File: config.mk
export PLATFORM = sky130hd
export DESIGN_NAME = alu_share_arbiter
export DESIGN_NICKNAME = d
export VERILOG_FILES = /design/src/rtl/alu_pkg.sv /design/src/rtl/alu_rsp_slot.sv /design/src/rtl/alu_share_arbiter.sv
export SDC_FILE = /design/constraint.sdc
export NUM_CORES = 1
export LEC_CHECK = 0
export ABC_AREA = 1
export CAP_MARGIN = 10
export CORE_AREA = 2 2 130 132
export CTS_BUF_LIST = sky130_fd_sc_hd__clkbuf_4
export CTS_CLUSTER_DIAMETER = 200
export DETAILED_ROUTE_END_ITERATION = 8
export DIE_AREA = 0 0 132 134
export PLACE_DENSITY = 0.7
export SETUP_SLACK_MARGIN = 0.4
export SLEW_MARGIN = 10
export SYNTH_ARGS = -nofsm -noshare
export SYNTH_HDL_FRONTEND = slang
export SYNTH_SLANG_ARGS = --single-unit
File: constraint.sdc
create_clock -name clk -period 3.75 [get_ports clk]
set_input_delay 1.125 -clock clk [delete_from_list [all_inputs] [get_ports clk]]
set_output_delay 1.125 -clock clk [all_outputs]
set_load 0.005 [all_outputs]
File: src/rtl/alu_pkg.sv
// Shared ALU definitions: opcode encodings, requester identifiers and the legal-opcode decode.
package alu_pkg;

  localparam int OP_W = 4;

  localparam logic [OP_W-1:0] OP_AND = 4'b0000;
  localparam logic [OP_W-1:0] OP_OR  = 4'b0001;
  localparam logic [OP_W-1:0] OP_ADD = 4'b0010;
  localparam logic [OP_W-1:0] OP_SUB = 4'b0110;
  localparam logic [OP_W-1:0] OP_SLL = 4'b0111;
  localparam logic [OP_W-1:0] OP_SRL = 4'b1000;
  localparam logic [OP_W-1:0] OP_SRA = 4'b1001;
  localparam logic [OP_W-1:0] OP_XOR = 4'b1010;
  localparam logic [OP_W-1:0] OP_SLT = 4'b1111;

  // Requester identity; also the encoding of the round-robin pointer.
  typedef enum logic {
    REQ_EX  = 1'b0,
    REQ_AUX = 1'b1
  } req_id_e;

  function automatic logic is_legal_op(input logic [OP_W-1:0] op);
    case (op)
      OP_AND, OP_OR, OP_ADD, OP_SUB, OP_SLL,
      OP_SRL, OP_SRA, OP_XOR, OP_SLT: return 1'b1;
      default:                        return 1'b0;
    endcase
  endfunction

endpackage

File: src/rtl/alu_rsp_slot.sv
// One-entry registered response slot: loads on grant, clears when drained, holds otherwise.
module alu_rsp_slot #(
  parameter int DATA_W = 32,
  parameter int TAG_W  = 4
) (
  input  logic              clk,
  input  logic              rst_n,
  input  logic              load_i,
  input  logic              drain_i,
  input  logic [DATA_W-1:0] result_i,
  input  logic              zero_i,
  input  logic [TAG_W-1:0]  tag_i,
  input  logic              err_i,
  output logic              valid_o,
  output logic [DATA_W-1:0] result_o,
  output logic              zero_o,
  output logic [TAG_W-1:0]  tag_o,
  output logic              err_o
);

  logic              valid_q,  valid_d;
  logic [DATA_W-1:0] result_q, result_d;
  logic              zero_q,   zero_d;
  logic [TAG_W-1:0]  tag_q,    tag_d;
  logic              err_q,    err_d;

  // NOTE: every output of an always_comb gets a default first, so no path can infer a latch.
  always_comb begin
    valid_d  = valid_q;
    result_d = result_q;
    zero_d   = zero_q;
    tag_d    = tag_q;
    err_d    = err_q;
    // A load in the same cycle as a drain wins: the slot stays full with the new data.
    if (load_i) begin
      valid_d  = 1'b1;
      result_d = result_i;
      zero_d   = zero_i;
      tag_d    = tag_i;
      err_d    = err_i;
    end else if (drain_i) begin
      valid_d  = 1'b0;
    end
  end

  // NOTE: state registers use non-blocking assignments so every flop samples pre-edge values.
  // NOTE: the payload is reset as well as valid, because requesters may observe it after reset.
  always_ff @(posedge clk) begin
    if (!rst_n) begin
      valid_q  <= 1'b0;
      result_q <= '0;
      zero_q   <= 1'b0;
      tag_q    <= '0;
      err_q    <= 1'b0;
    end else begin
      valid_q  <= valid_d;
      result_q <= result_d;
      zero_q   <= zero_d;
      tag_q    <= tag_d;
      err_q    <= err_d;
    end
  end

  assign valid_o  = valid_q;
  assign result_o = result_q;
  assign zero_o   = zero_q;
  assign tag_o    = tag_q;
  assign err_o    = err_q;

endmodule

File: src/rtl/alu_share_arbiter.sv
// Round-robin sharing of one combinational ALU between the EX stage and the auxiliary unit.
// Optional illegal-opcode flagging is built when ALU_OP_CHECK_EN is defined.
module alu_share_arbiter
  import alu_pkg::*;
#(
  parameter int DATA_W = 32,
  parameter int TAG_W  = 4
) (
  input  logic              clk,
  input  logic              rst_n,

  input  logic              req0_valid,
  output logic              req0_ready,
  input  logic [3:0]        req0_op,
  input  logic [DATA_W-1:0] req0_a,
  input  logic [DATA_W-1:0] req0_b,
  input  logic [TAG_W-1:0]  req0_tag,
  output logic              rsp0_valid,
  input  logic              rsp0_ready,
  output logic [DATA_W-1:0] rsp0_result,
  output logic              rsp0_zero,
  output logic [TAG_W-1:0]  rsp0_tag,
  output logic              rsp0_err,

  input  logic              req1_valid,
  output logic              req1_ready,
  input  logic [3:0]        req1_op,
  input  logic [DATA_W-1:0] req1_a,
  input  logic [DATA_W-1:0] req1_b,
  input  logic [TAG_W-1:0]  req1_tag,
  output logic              rsp1_valid,
  input  logic              rsp1_ready,
  output logic [DATA_W-1:0] rsp1_result,
  output logic              rsp1_zero,
  output logic [TAG_W-1:0]  rsp1_tag,
  output logic              rsp1_err,

  output logic [3:0]        alu_op,
  output logic [DATA_W-1:0] alu_a,
  output logic [DATA_W-1:0] alu_b,
  input  logic [DATA_W-1:0] alu_result,
  input  logic              alu_zero
);

  req_id_e           rr_last_q, rr_last_d;
  logic              elig0, elig1;
  logic              grant0, grant1;
  logic [TAG_W-1:0]  grant_tag;
  logic [DATA_W-1:0] cap_result;
  logic              cap_err;

  always_comb begin
    elig0      = 1'b0;
    elig1      = 1'b0;
    grant0     = 1'b0;
    grant1     = 1'b0;
    rr_last_d  = rr_last_q;
    alu_op     = OP_AND;
    alu_a      = '0;
    alu_b      = '0;
    grant_tag  = '0;
    cap_result = alu_result;
    cap_err    = 1'b0;

    // A slot draining this cycle counts as free; no grants while reset is held.
    elig0 = rst_n && req0_valid && (!rsp0_valid || rsp0_ready);
    elig1 = rst_n && req1_valid && (!rsp1_valid || rsp1_ready);

    if (elig0 && elig1) begin
      grant0 = (rr_last_q == REQ_AUX);
      grant1 = (rr_last_q == REQ_EX);
    end else begin
      grant0 = elig0;
      grant1 = elig1;
    end

    if (grant0) begin
      rr_last_d = REQ_EX;
      alu_op    = req0_op;
      alu_a     = req0_a;
      alu_b     = req0_b;
      grant_tag = req0_tag;
    end else if (grant1) begin
      rr_last_d = REQ_AUX;
      alu_op    = req1_op;
      alu_a     = req1_a;
      alu_b     = req1_b;
      grant_tag = req1_tag;
    end

`ifdef ALU_OP_CHECK_EN
    // Illegal opcodes still complete, but with a zeroed result and the error flag set.
    if (!is_legal_op(alu_op)) begin
      cap_result = '0;
      cap_err    = 1'b1;
    end
`endif
  end

  always_ff @(posedge clk) begin
    if (!rst_n) begin
      rr_last_q <= REQ_AUX;
    end else begin
      rr_last_q <= rr_last_d;
    end
  end

  assign req0_ready = grant0;
  assign req1_ready = grant1;

  alu_rsp_slot #(
    .DATA_W (DATA_W),
    .TAG_W  (TAG_W)
  ) u_slot0 (
    .clk      (clk),
    .rst_n    (rst_n),
    .load_i   (grant0),
    .drain_i  (rsp0_ready),
    .result_i (cap_result),
    .zero_i   (alu_zero),
    .tag_i    (grant_tag),
    .err_i    (cap_err),
    .valid_o  (rsp0_valid),
    .result_o (rsp0_result),
    .zero_o   (rsp0_zero),
    .tag_o    (rsp0_tag),
    .err_o    (rsp0_err)
  );

  alu_rsp_slot #(
    .DATA_W (DATA_W),
    .TAG_W  (TAG_W)
  ) u_slot1 (
    .clk      (clk),
    .rst_n    (rst_n),
    .load_i   (grant1),
    .drain_i  (rsp1_ready),
    .result_i (cap_result),
    .zero_i   (alu_zero),
    .tag_i    (grant_tag),
    .err_i    (cap_err),
    .valid_o  (rsp1_valid),
    .result_o (rsp1_result),
    .zero_o   (rsp1_zero),
    .tag_o    (rsp1_tag),
    .err_o    (rsp1_err)
  );

endmodule
==> metrics.md, run 1 <==
| Metric | Value |
|---|---|
| Hold WC Path Type | `reg2reg` |
| Worst Path Required | `2.62 ns` |
| Power per Cell Area | `260.1 nW/um2` |
| DRT iter0 DRCs | `233` |
| Vias in the first global route | `5290` |
| Normalized max-slew margin | `52.38%` |
| Fill count | `1520` |
| H-tree Lvls | `3` |
| IO Count | `331` |
| Worst stage delay on the critical path | `0.13 ns` |
| FF+latch count, synth | `77` |
| CP endpoint kind | `primary output` |
| Yosys top cell area share | `37.14%` |
| Syn Area/Cell | `5.989 um2` |
| Drt pass-1 iters | `4` |
| First-pass GRT wire length | `30060 um` |
| CTS sink cnt | `77` |
| Seq/Total Area, Yosys | `37.14%` |
| Die X | `132 um` |
| Clock Skew | `0.01020 ns` |
| Final net count | `1234` |
| Gpl congestion | `0.9808` |
| Synth Instances | `693` |
| Top post-synthesis cells by area | `dfxtp_1, nand2_1, a21oi_1, nand3_1, nor2_1` |
| RSZ-0062 raised after global routing | `true` |
| P_leak | `4.217 nW` |
| Yosys warns | `0` |
| Total GRT Usage | `21.87%` |
| Clk_lat worst skew | `0.42 ns` |
| VDD IR max | `0.1820 mV` |
| Core footprint | `16290 um2` |
| Slew Limit Fails | `0` |
| Crit path cell chain | `buf_6 -> inv_2 -> nand2_2 -> nand3_2 -> nand2_2 -> inv_4 -> buf_12 -> buf_16 -> buf_12 -> buf_8 -> buf_12 -> buf_8 -> nand2_1 -> nand2_1 -> buf_2` |
| DRC | `0` |
| Critical path's most frequent cell | `buf_12` |
| Max Clock Freq | `277.0 MHz` |
| Routed WL per cell | `16.74 um` |
| Yosys top cell by area | `dfxtp_1` |
| Number of buffers created by CTS | `9` |
| Initial antenna violation count | `4` |
| Vias | `5693` |
| Peak fanout along the critical path | `6` |
| Final core occ | `54.34%` |
| CTS tree | `yes` |
| Initial core utilization | `25.48%` |
| Layout area overhead | `113.3%` |
| Clock Path Buffers | `2` |
| Final setup fails | `0` |
| Crit start category | `input port` |
| Vias/cell | `4.444` |
| IO buf count | `328` |
| Clock transition at path regs | `0.11 ns` |
| Post-Syn Area | `4150 um2` |
| Distinct cells, synth | `18` |
| CP max-delay cell | `buf_16` |
| Post-Route WL | `21450 um` |
| Final ANT Viol Nets | `0` |
| Final period util | `96.26%` |
| Worst endpoint data arrival time | `2.48 ns` |
| Final TNS setup | `0 ns` |
| Final Hold Viols | `0` |
| Outcome | `complete, no violations` |
| GR Overflow Total | `0` |
| Rows | `47` |
| Layout cells sized above 1 | `25.85%` |
| Storage element area | `1541 um2` |
| Max Cap Viol | `0` |
| Critical path type | `in2out` |
| Detail Placement HPWL | `14490 um` |
| Worst slew pin tran | `0.7143 ns` |
| Largest net degree at the start of global routing | `68` |
| Die H | `134 um` |
| Root cell of the clock tree | `clkbuf_4` |
| Post-layout min period | `3.610 ns` |
| Area taken by multi-input logic gates | `2544 um2` |
| Die area | `17690 um2` |
## area by class of cell
class	count	share of cell area [%]
well taps	220	3.110
flip-flops and latches	77	17.42
inverters	49	2.248
diodes	5	0.1414
clock inverters	5	0.5796
clock buffers	11	0.9330
multi-input cells	515	28.74
repair buffers	399	46.83
## metal layers
layer	GRT usage [%]	vias up	share of wire, %
met5	0	-	0
met4	8.756	0	2.9
met3	6.425	33	7.3
met2	39.00	210	52
met1	24.48	2588	38
li1	-	2862	-
## state kept, by name, summed over array words and instances, names as in the netlist
| name | count |
|---|---|
| u_slot1.tag_o | 4 |
| u_slot1.valid_o | 1 |
| u_slot1.result_o | 32 |
| u_slot1.zero_o | 1 |
| rr_last_q | 1 |
| u_slot0.zero_o | 1 |
| u_slot0.result_o | 32 |
| u_slot0.tag_o | 4 |
| u_slot0.valid_o | 1 |
## per-stage QoR
| stage | total power, mW | instances | area (um2) | hold slack, ns | setup slack [ns] |
|---|---|---|---|---|---|
| floorplan | 1.181 | 694 | 4154 | 0.4754 | 0.5791 |
| global placement | 1.661 | 1210 | 7656 | 0.4593 | -0.3843 |
| detailed placement | 1.668 | 1210 | 7656 | 0.4662 | -0.3929 |
| CTS | 2.248 | 1263 | 8288 | 0.4958 | 0.1515 |
| global route | 2.433 | 1280 | 8848 | 0.5185 | 0.09361 |
| finish | 2.302 | 1281 | 8851 | 0.4914 | 0.1401 |
## critical path: cells and delay by family
kind / cells / cell delay [ns]
buffers and inverters: 10 / 1.00
AND/OR/NAND/NOR: 5 / 0.35
## path summary, 6_finish.rpt
kind / endpoint / start / slack (ns) / cells past startpoint
hold / removal: u_slot1.result_o[29]$_SDFFE_PN0P_ / u_slot1.result_o[29]$_SDFFE_PN0P_ / 0.49 / 2
setup reg to reg: u_slot0.result_o[17]$_SDFFE_PN0P_ / u_slot1.valid_o$_SDFFE_PN0P_ / 2.07 / 6
hold reg to reg: u_slot1.result_o[29]$_SDFFE_PN0P_ / u_slot1.result_o[29]$_SDFFE_PN0P_ / 0.49 / 2
setup / recovery: alu_b[4] / rsp1_ready / 0.14 / 15
## layout by cell type, fill, tap and decap left out
cell type	instances
clkbuf_2	1
inv_1	44
buf_6	32
inv_4	1
clkbuf_16	5
dlygate4sd2_1	1
clkinv_1	1
clkinvlp_4	1
nand2_1	188
nand3_4	1
nand2_2	79
clkdlybuf4s50_1	253
inv_2	3
clkinv_2	2
buf_8	9
bufinv_16	1
nand3_2	1
diode_2	5
nand3_1	66
buf_12	18
buf_16	7
dfxtp_1	77
nand2_8	1
nand2_4	24
buf_2	49
clkinv_8	1
buf_4	24
a21oi_4	2
o211ai_1	1
conb_1	2
nor2_1	82
clkbuf_4	11
a21oi_1	68
## synthesized netlist by cell type
master	number
nand2_2	3
a21oi_1	68
inv_1	47
nand3_1	66
nand2_1	288
clkbuf_1	11
nand2_4	1
buf_1	6
conb_1	1
nand3_2	2
o211ai_1	1
a21oi_4	2
dfxtp_1	77
buf_6	2
buf_4	6
inv_2	2
nor2_1	82
buf_2	28
## repair_timing
item                                   4_1_cts  5_1_grt
gates cloned                                 7        5
buffers inserted                            30        8
endpoints found under the hold margin        0        0
pin swaps                                   33       23
hold buffers                                 0        0
resized for setup                          398       90
setup endpoints to repair                   70       69
## power breakdown
group / total [mW] / switching, mW / internal (mW)
sequential: 0.908 / 0.0318 / 0.876
clock: 0.506 / 0.292 / 0.214
combinational: 0.888 / 0.360 / 0.528
total: 2.30 / 0.683 / 1.62
## kinds of logic after synthesis
family | after synthesis | synth area share, %
other | 1 | 0.09036
buffers and inverters | 102 | 10.97
and+or+nand+nor | 442 | 42.63
AOI/OAI and AO/OA | 71 | 9.165
DFF | 77 | 37.14
Power figures use the tool's default switching activity.
==> run 2: changes to the inputs <==
DONT_BUFFER_PORTS = 1   (was unset)
PLACE_DENSITY = 0.44   (was 0.7)
TNS_END_PERCENT = 5   (was unset)
==> metrics.md, run 2 (same netlist as run 1, synthesis figures left out) <==
| Metric | Value |
|---|---|
| Layout area overhead | `7.236%` |
| Peak fanout along the critical path | `19` |
| Rows | `47` |
| Final ANT Viol Nets | `0` |
| Die H | `134 um` |
| Crit path cell chain | `inv_1 -> nand2_1 -> nand3_2 -> nand2_4 -> inv_4 -> buf_12 -> nand2_1 -> nand2_1` |
| Design Power | `1.702 mW` |
| Detail Placement HPWL | `13140 um` |
| Core footprint | `16290 um2` |
| DRT met1 WL | `6634 um` |
| Worst stage delay on the critical path | `0.17 ns` |
| Crit start category | `input port` |
| Vias in the first global route | `3876` |
| Final Cell Area | `4451 um2` |
| Area taken by multi-input logic gates | `2162 um2` |
| Drt pass-1 iters | `5` |
| Number of buffers created by CTS | `9` |
| DRT iter0 DRCs | `259` |
| Total GRT Usage | `18.08%` |
| Post-layout min period | `3.264 ns` |
| CP max-delay cell | `buf_12` |
| Clk_lat worst skew | `0.43 ns` |
| H-tree Lvls | `3` |
| VDD IR max | `0.1436 mV` |
| Final setup fails | `0` |
| IO buf count | `0` |
| Slew Limit Fails | `0` |
| First-pass GRT wire length | `24100 um` |
| Final TNS setup | `0 ns` |
| Clock Path Buffers | `2` |
| Placed cells | `868` |
| Critical path's most frequent cell | `nand2_1` |
| Worst slew pin tran | `0.7092 ns` |
| Final net count | `845` |
| Commonest non-fill, non-tap cells in the layout | `nand2_1, nor2_1, dfxtp_1` |
| Antenna diodes | `0` |
| Worst reg2reg path depth | `6` |
| GR Overflow Total | `0` |
| Highest Signal Layer | `met4` |
| Final Non-Filler Cells | `887` |
| RSZ-0062 raised after global routing | `false` |
| Clock Skew | `0.01667 ns` |
| Outcome | `complete, no violations` |
| Die X | `132 um` |
| IO Count | `331` |
| Worst endpoint data arrival time | `2.14 ns` |
| Final core occ | `27.32%` |
| Power per Cell Area | `382.3 nW/um2` |
| Commonest non-fill, non-tap cell in the layout | `nand2_1` |
| Worst Path Required | `2.62 ns` |
| Hold Crit Depth | `2` |
| Hold WC Path Type | `reg2reg` |
| DP Area | `4235 um2` |
| Layout cells sized above 1 | `5.697%` |
| Routed WL per cell | `20.00 um` |
| CTS tree | `yes` |
| Clock transition at path regs | `0.14 ns` |
| Die area | `17690 um2` |
| Met2 WL | `8859 um` |
| DRC | `0` |
| Post-Route WL | `17740 um` |
| Vias | `4324` |
| Critical path type | `in2out` |
| Final Hold Viols | `0` |
| Max Clock Freq | `306.3 MHz` |
| Met3 WL | `1547 um` |
| Gpl congestion | `0.9905` |
| Post-CTS Setup Inserts | `0` |
| Fill count | `1870` |
| Final period util | `87.05%` |
| Normalized max-slew margin | `52.72%` |
| Initial antenna violation count | `0` |
| Vias/cell | `4.875` |
| Root cell of the clock tree | `clkbuf_4` |
| CTS sink cnt | `77` |
| CP endpoint kind | `primary output` |
| P_leak | `2.214 nW` |
| Max Cap Viol | `0` |
| Storage element area | `1541 um2` |
| Initial core utilization | `25.48%` |
| Largest net degree at the start of global routing | `79` |
## run 2: power breakdown
part | internal [mW] | switching (mW)
logic | 0.105 | 0.205
clock network | 0.152 | 0.309
registers | 0.877 | 0.0533
total | 1.13 | 0.567
## run 2: final cells by class
type	count	area share [%]
Inverter	49	4.470
Timing Repair Buffer	10	3.430
Multi-Input combinational cell	515	48.58
Tap cell	220	6.185
Clock buffer	11	1.855
Clock inverter	5	0.8434
Sequential cell	77	34.64
## run 2: layer usage
metal	track usage, %	vias to the layer above
met5	0	-
met4	8.635	0
met3	6.160	29
met2	31.39	213
met1	19.86	2002
li1	-	2080
## run 2: per-stage QoR
stage	hold slack (ns)	worst slack, ns
2_1_floorplan	0.4754	0.5791
3_3_place_gp	0.5005	0.3540
3_5_place_dp	0.5025	0.3080
4_1_cts	0.5365	0.3885
5_1_grt	0.5543	0.4015
6_report	0.5316	0.4856
## run 2: critical path, delay by kind of cell
kind	cells	cell delay (ns)
AND/OR/NAND/NOR	5	0.59
buffers and inverters	3	0.40
## run 2: path summary, 6_finish.rpt
path | start | slack [ns] | to
hold reg to reg | u_slot1.result_o[5]$_SDFFE_PN0P_ | 0.53 | u_slot1.result_o[5]$_SDFFE_PN0P_
hold / removal | u_slot1.result_o[5]$_SDFFE_PN0P_ | 0.53 | u_slot1.result_o[5]$_SDFFE_PN0P_
setup reg to reg | u_slot0.valid_o$_SDFFE_PN0P_ | 2.03 | u_slot1.result_o[9]$_SDFFE_PN0P_
setup / recovery | rsp0_ready | 0.49 | alu_a[28]
## run 2: timing repair
| item | CTS | global route |
|---|---|---|
| gates resized for setup | 2 | 5 |
| pin swaps | 0 | 0 |
| hold buffers | 0 | 0 |
| endpoints found under the setup margin | 39 | 65 |
| cloned | 0 | 3 |
==> run 3: changes to the inputs <==
ABC_AREA = unset   (was 1)
CAP_MARGIN = 20   (was 10)
CORE_AREA = 2 2 127 129   (was 2 2 130 132)
DIE_AREA = 0 0 129 131   (was 0 0 132 134)
PLACE_DENSITY = 0.46   (was 0.44)
==> metrics.md, run 3 <==
| Metric | Value |
|---|---|
| Die X | `129 um` |
| Antenna diodes | `0` |
| RSZ-0062 raised after global routing | `false` |
| End of the worst hold path | `u_slot0.result_o[13]$_SDFFE_PN0P_` |
| Commonest cells post-synth | `nand2_1, dfxtp_1, mux2i_1` |
| CP top delay family | `compound AO/OA/AOI/OAI gates` |
| Clock Skew | `0.01120 ns` |
| Clock transition at path regs | `0.11 ns` |
| CP endpoint kind | `primary output` |
| Post-Route WL | `13000 um` |
| Post-Syn Area | `4242 um2` |
| Final ANT Viol Nets | `0` |
| Max Clock Freq | `301.6 MHz` |
| Final net count | `690` |
| Max Cap Viol | `0` |
| Peak fanout along the critical path | `14` |
| Detail Placement HPWL | `9627 um` |
| Initial antenna violation count | `0` |
| Count leader, synth | `nand2_1` |
| Number of buffers created by CTS | `9` |
| Vias/cell | `5.063` |
| Synth Instances | `539` |
| CTS tree | `yes` |
| CTS sink cnt | `77` |
| Die H | `131 um` |
| Worst stage delay on the critical path | `0.47 ns` |
| Final Non-Filler Cells | `727` |
| Worst Path Required | `2.62 ns` |
| Gpl congestion | `0.8393` |
| Top post-synthesis cells by area | `dfxtp_1, nand2_1, mux2i_1, o22ai_2, o22ai_1` |
| Layout area overhead | `5.221%` |
| Clk_lat worst skew | `0.41 ns` |
| Vias in the first global route | `3058` |
| Final period util | `88.41%` |
| DRT iter0 DRCs | `206` |
| Largest net degree at the start of global routing | `253` |
| Clock Path Buffers | `2` |
| H-tree Lvls | `3` |
| DRC | `0` |
| Rows | `46` |
| Commonest non-fill, non-tap cells in the layout | `nand2_1, dfxtp_1, mux2i_1` |
| Reg2reg end | `u_slot0.result_o[14]$_SDFFE_PN0P_` |
| Min Hold Slack | `0.4885 ns` |
| Vias | `3681` |
| Hold WC Path Type | `reg2reg` |
| Die area | `16900 um2` |
| Yosys top cell by area | `dfxtp_1` |
| Commonest non-fill, non-tap cell in the layout | `nand2_1` |
| Root cell of the clock tree | `clkbuf_4` |
| Design Power | `1.751 mW` |
| Worst reg2reg path depth | `5` |
| WP buf/inv | `1` |
| Slew Limit Fails | `0` |
| Yosys top cell area share | `36.34%` |
| VDD IR max | `0.1913 mV` |
| Worst slew pin tran | `0.5363 ns` |
| Hold_sp | `u_slot0.result_o[13]$_SDFFE_PN0P_` |
| P_leak | `1.927 nW` |
| Distinct cells, synth | `20` |
| Drt pass-1 iters | `4` |
| FF+latch count, synth | `77` |
| CP max-delay cell | `a311o_2` |
| Routed WL per cell | `17.87 um` |
| IO buf count | `0` |
| Synth Flop Type | `dfxtp_1` |
| Outcome | `complete, no violations` |
| Number of hold buffers added after cts | `0` |
| Total GRT Usage | `13.46%` |
| Reg2reg setup slack | `1.72 ns` |
| Post-layout min period | `3.315 ns` |
| Crit path cell chain | `nand2b_4 -> a311o_2 -> buf_4 -> o22ai_1` |
| Seq/Total Area, Yosys | `36.34%` |
| Normalized max-slew margin | `64.25%` |
| Worst endpoint data arrival time | `2.19 ns` |
| IO Count | `331` |
| Final Hold Viols | `0` |
| Fraction of registers with async set or reset after synthesis | `0%` |
| Post-synth EDFFs | `0` |
| Hold Crit Depth | `2` |
| Core footprint | `15600 um2` |
| Crit start category | `input port` |
| Launching point of the worst reg2reg path | `u_slot1.valid_o$_SDFFE_PN0P_` |
| Layout cells sized above 1 | `11.74%` |
| Final setup fails | `0` |
| Initial core utilization | `27.19%` |
| GR Overflow Total | `0` |
| Final core occ | `28.61%` |
| Placed cells | `710` |
| Final TNS setup | `0 ns` |
| Critical path type | `in2out` |
| Yosys warns | `0` |
| Syn Area/Cell | `7.869 um2` |
| First-pass GRT wire length | `17380 um` |
| Power per Cell Area | `392.4 nW/um2` |
-- run 3: changes by cell type after synthesis, moves of 3 or more --
| cell | previous run | this run |
|---|---|---|
| a21oi_1 | 68 | 2 |
| buf_1 | 6 | 0 |
| buf_2 | 28 | 13 |
| buf_6 | 2 | 10 |
| clkbuf_1 | 11 | 25 |
| inv_1 | 47 | 2 |
| mux2i_1 | 0 | 74 |
| nand2_1 | 288 | 252 |
| nand2_2 | 3 | 0 |
| nand3_1 | 66 | 0 |
| nor2_1 | 82 | 2 |
| o22ai_1 | 0 | 39 |
| o22ai_2 | 0 | 29 |
-- run 3: final cells by class --
class / count / area (um2)
Tap cell: 216 / 270.3
Clock inverter: 2 / 35.03
Inverter: 2 / 7.507
Multi-Input combinational cell: 408 / 2419
Timing Repair Buffer: 9 / 92.59
Fill cell: 1681 / 11130
Sequential cell: 77 / 1541
Clock buffer: 13 / 97.59
-- run 3: metal layers --
layer | up-vias | wire length (um) | track usage [%]
met4 | 0 | 206 | 4.412
met5 | - | 0 | 0
met1 | 1735 | 5321 | 16.88
met2 | 196 | 6332 | 22.04
li1 | 1737 | - | -
met3 | 13 | 1136 | 4.275
-- run 3: repair_timing --
action,in CTS,in global routing
hold endpoints to repair,0,0
setup endpoints to repair,48,40
pin swaps,1,0
buffers inserted,1,0
gates resized for setup,0,3
cloned,1,0
-- run 3: report_power, final --
group / total (mW) / internal [mW] / switching (mW)
clock: 0.509 / 0.230 / 0.279
combinational: 0.311 / 0.133 / 0.178
sequential: 0.931 / 0.878 / 0.0529
-- run 3: worst min-delay path, delay by kind of cell (launching register included) --
family	cells	cell delay (ns)
flip-flops	1	0.34
AND/OR/NAND/NOR	1	0.06
multiplexers	1	0.05
-- run 3: kinds of logic after synthesis --
group                  synth area share [%]
AND/OR/NAND/NOR                       23.25
flip-flops                            36.34
multiplexers                          17.46
AO/OA/AOI/OAI                         15.22
buffers and inverters                 7.640
other                               0.08841
-- run 3: per-stage QoR --
step | setup WS [ns] | cell area [um2]
floorplan | 0.4873 | 4245
global route | 0.4054 | 4463
global placement | 0.2854 | 4303
CTS | 0.4080 | 4453
finish | 0.4348 | 4463
detailed placement | 0.2476 | 4303
-- run 3: worst max-delay path by stage --
stage | from | end | cells after the start
3_5_place_dp | rsp0_ready | alu_b[3] | 4
5_1_grt | rsp0_ready | alu_a[31] | 4
6_report | rsp0_ready | alu_b[3] | 4
3_3_place_gp | rsp0_ready | alu_a[31] | 4
2_1_floorplan | rsp0_ready | alu_a[25] | 6
4_1_cts | rsp1_ready | alu_b[14] | 3
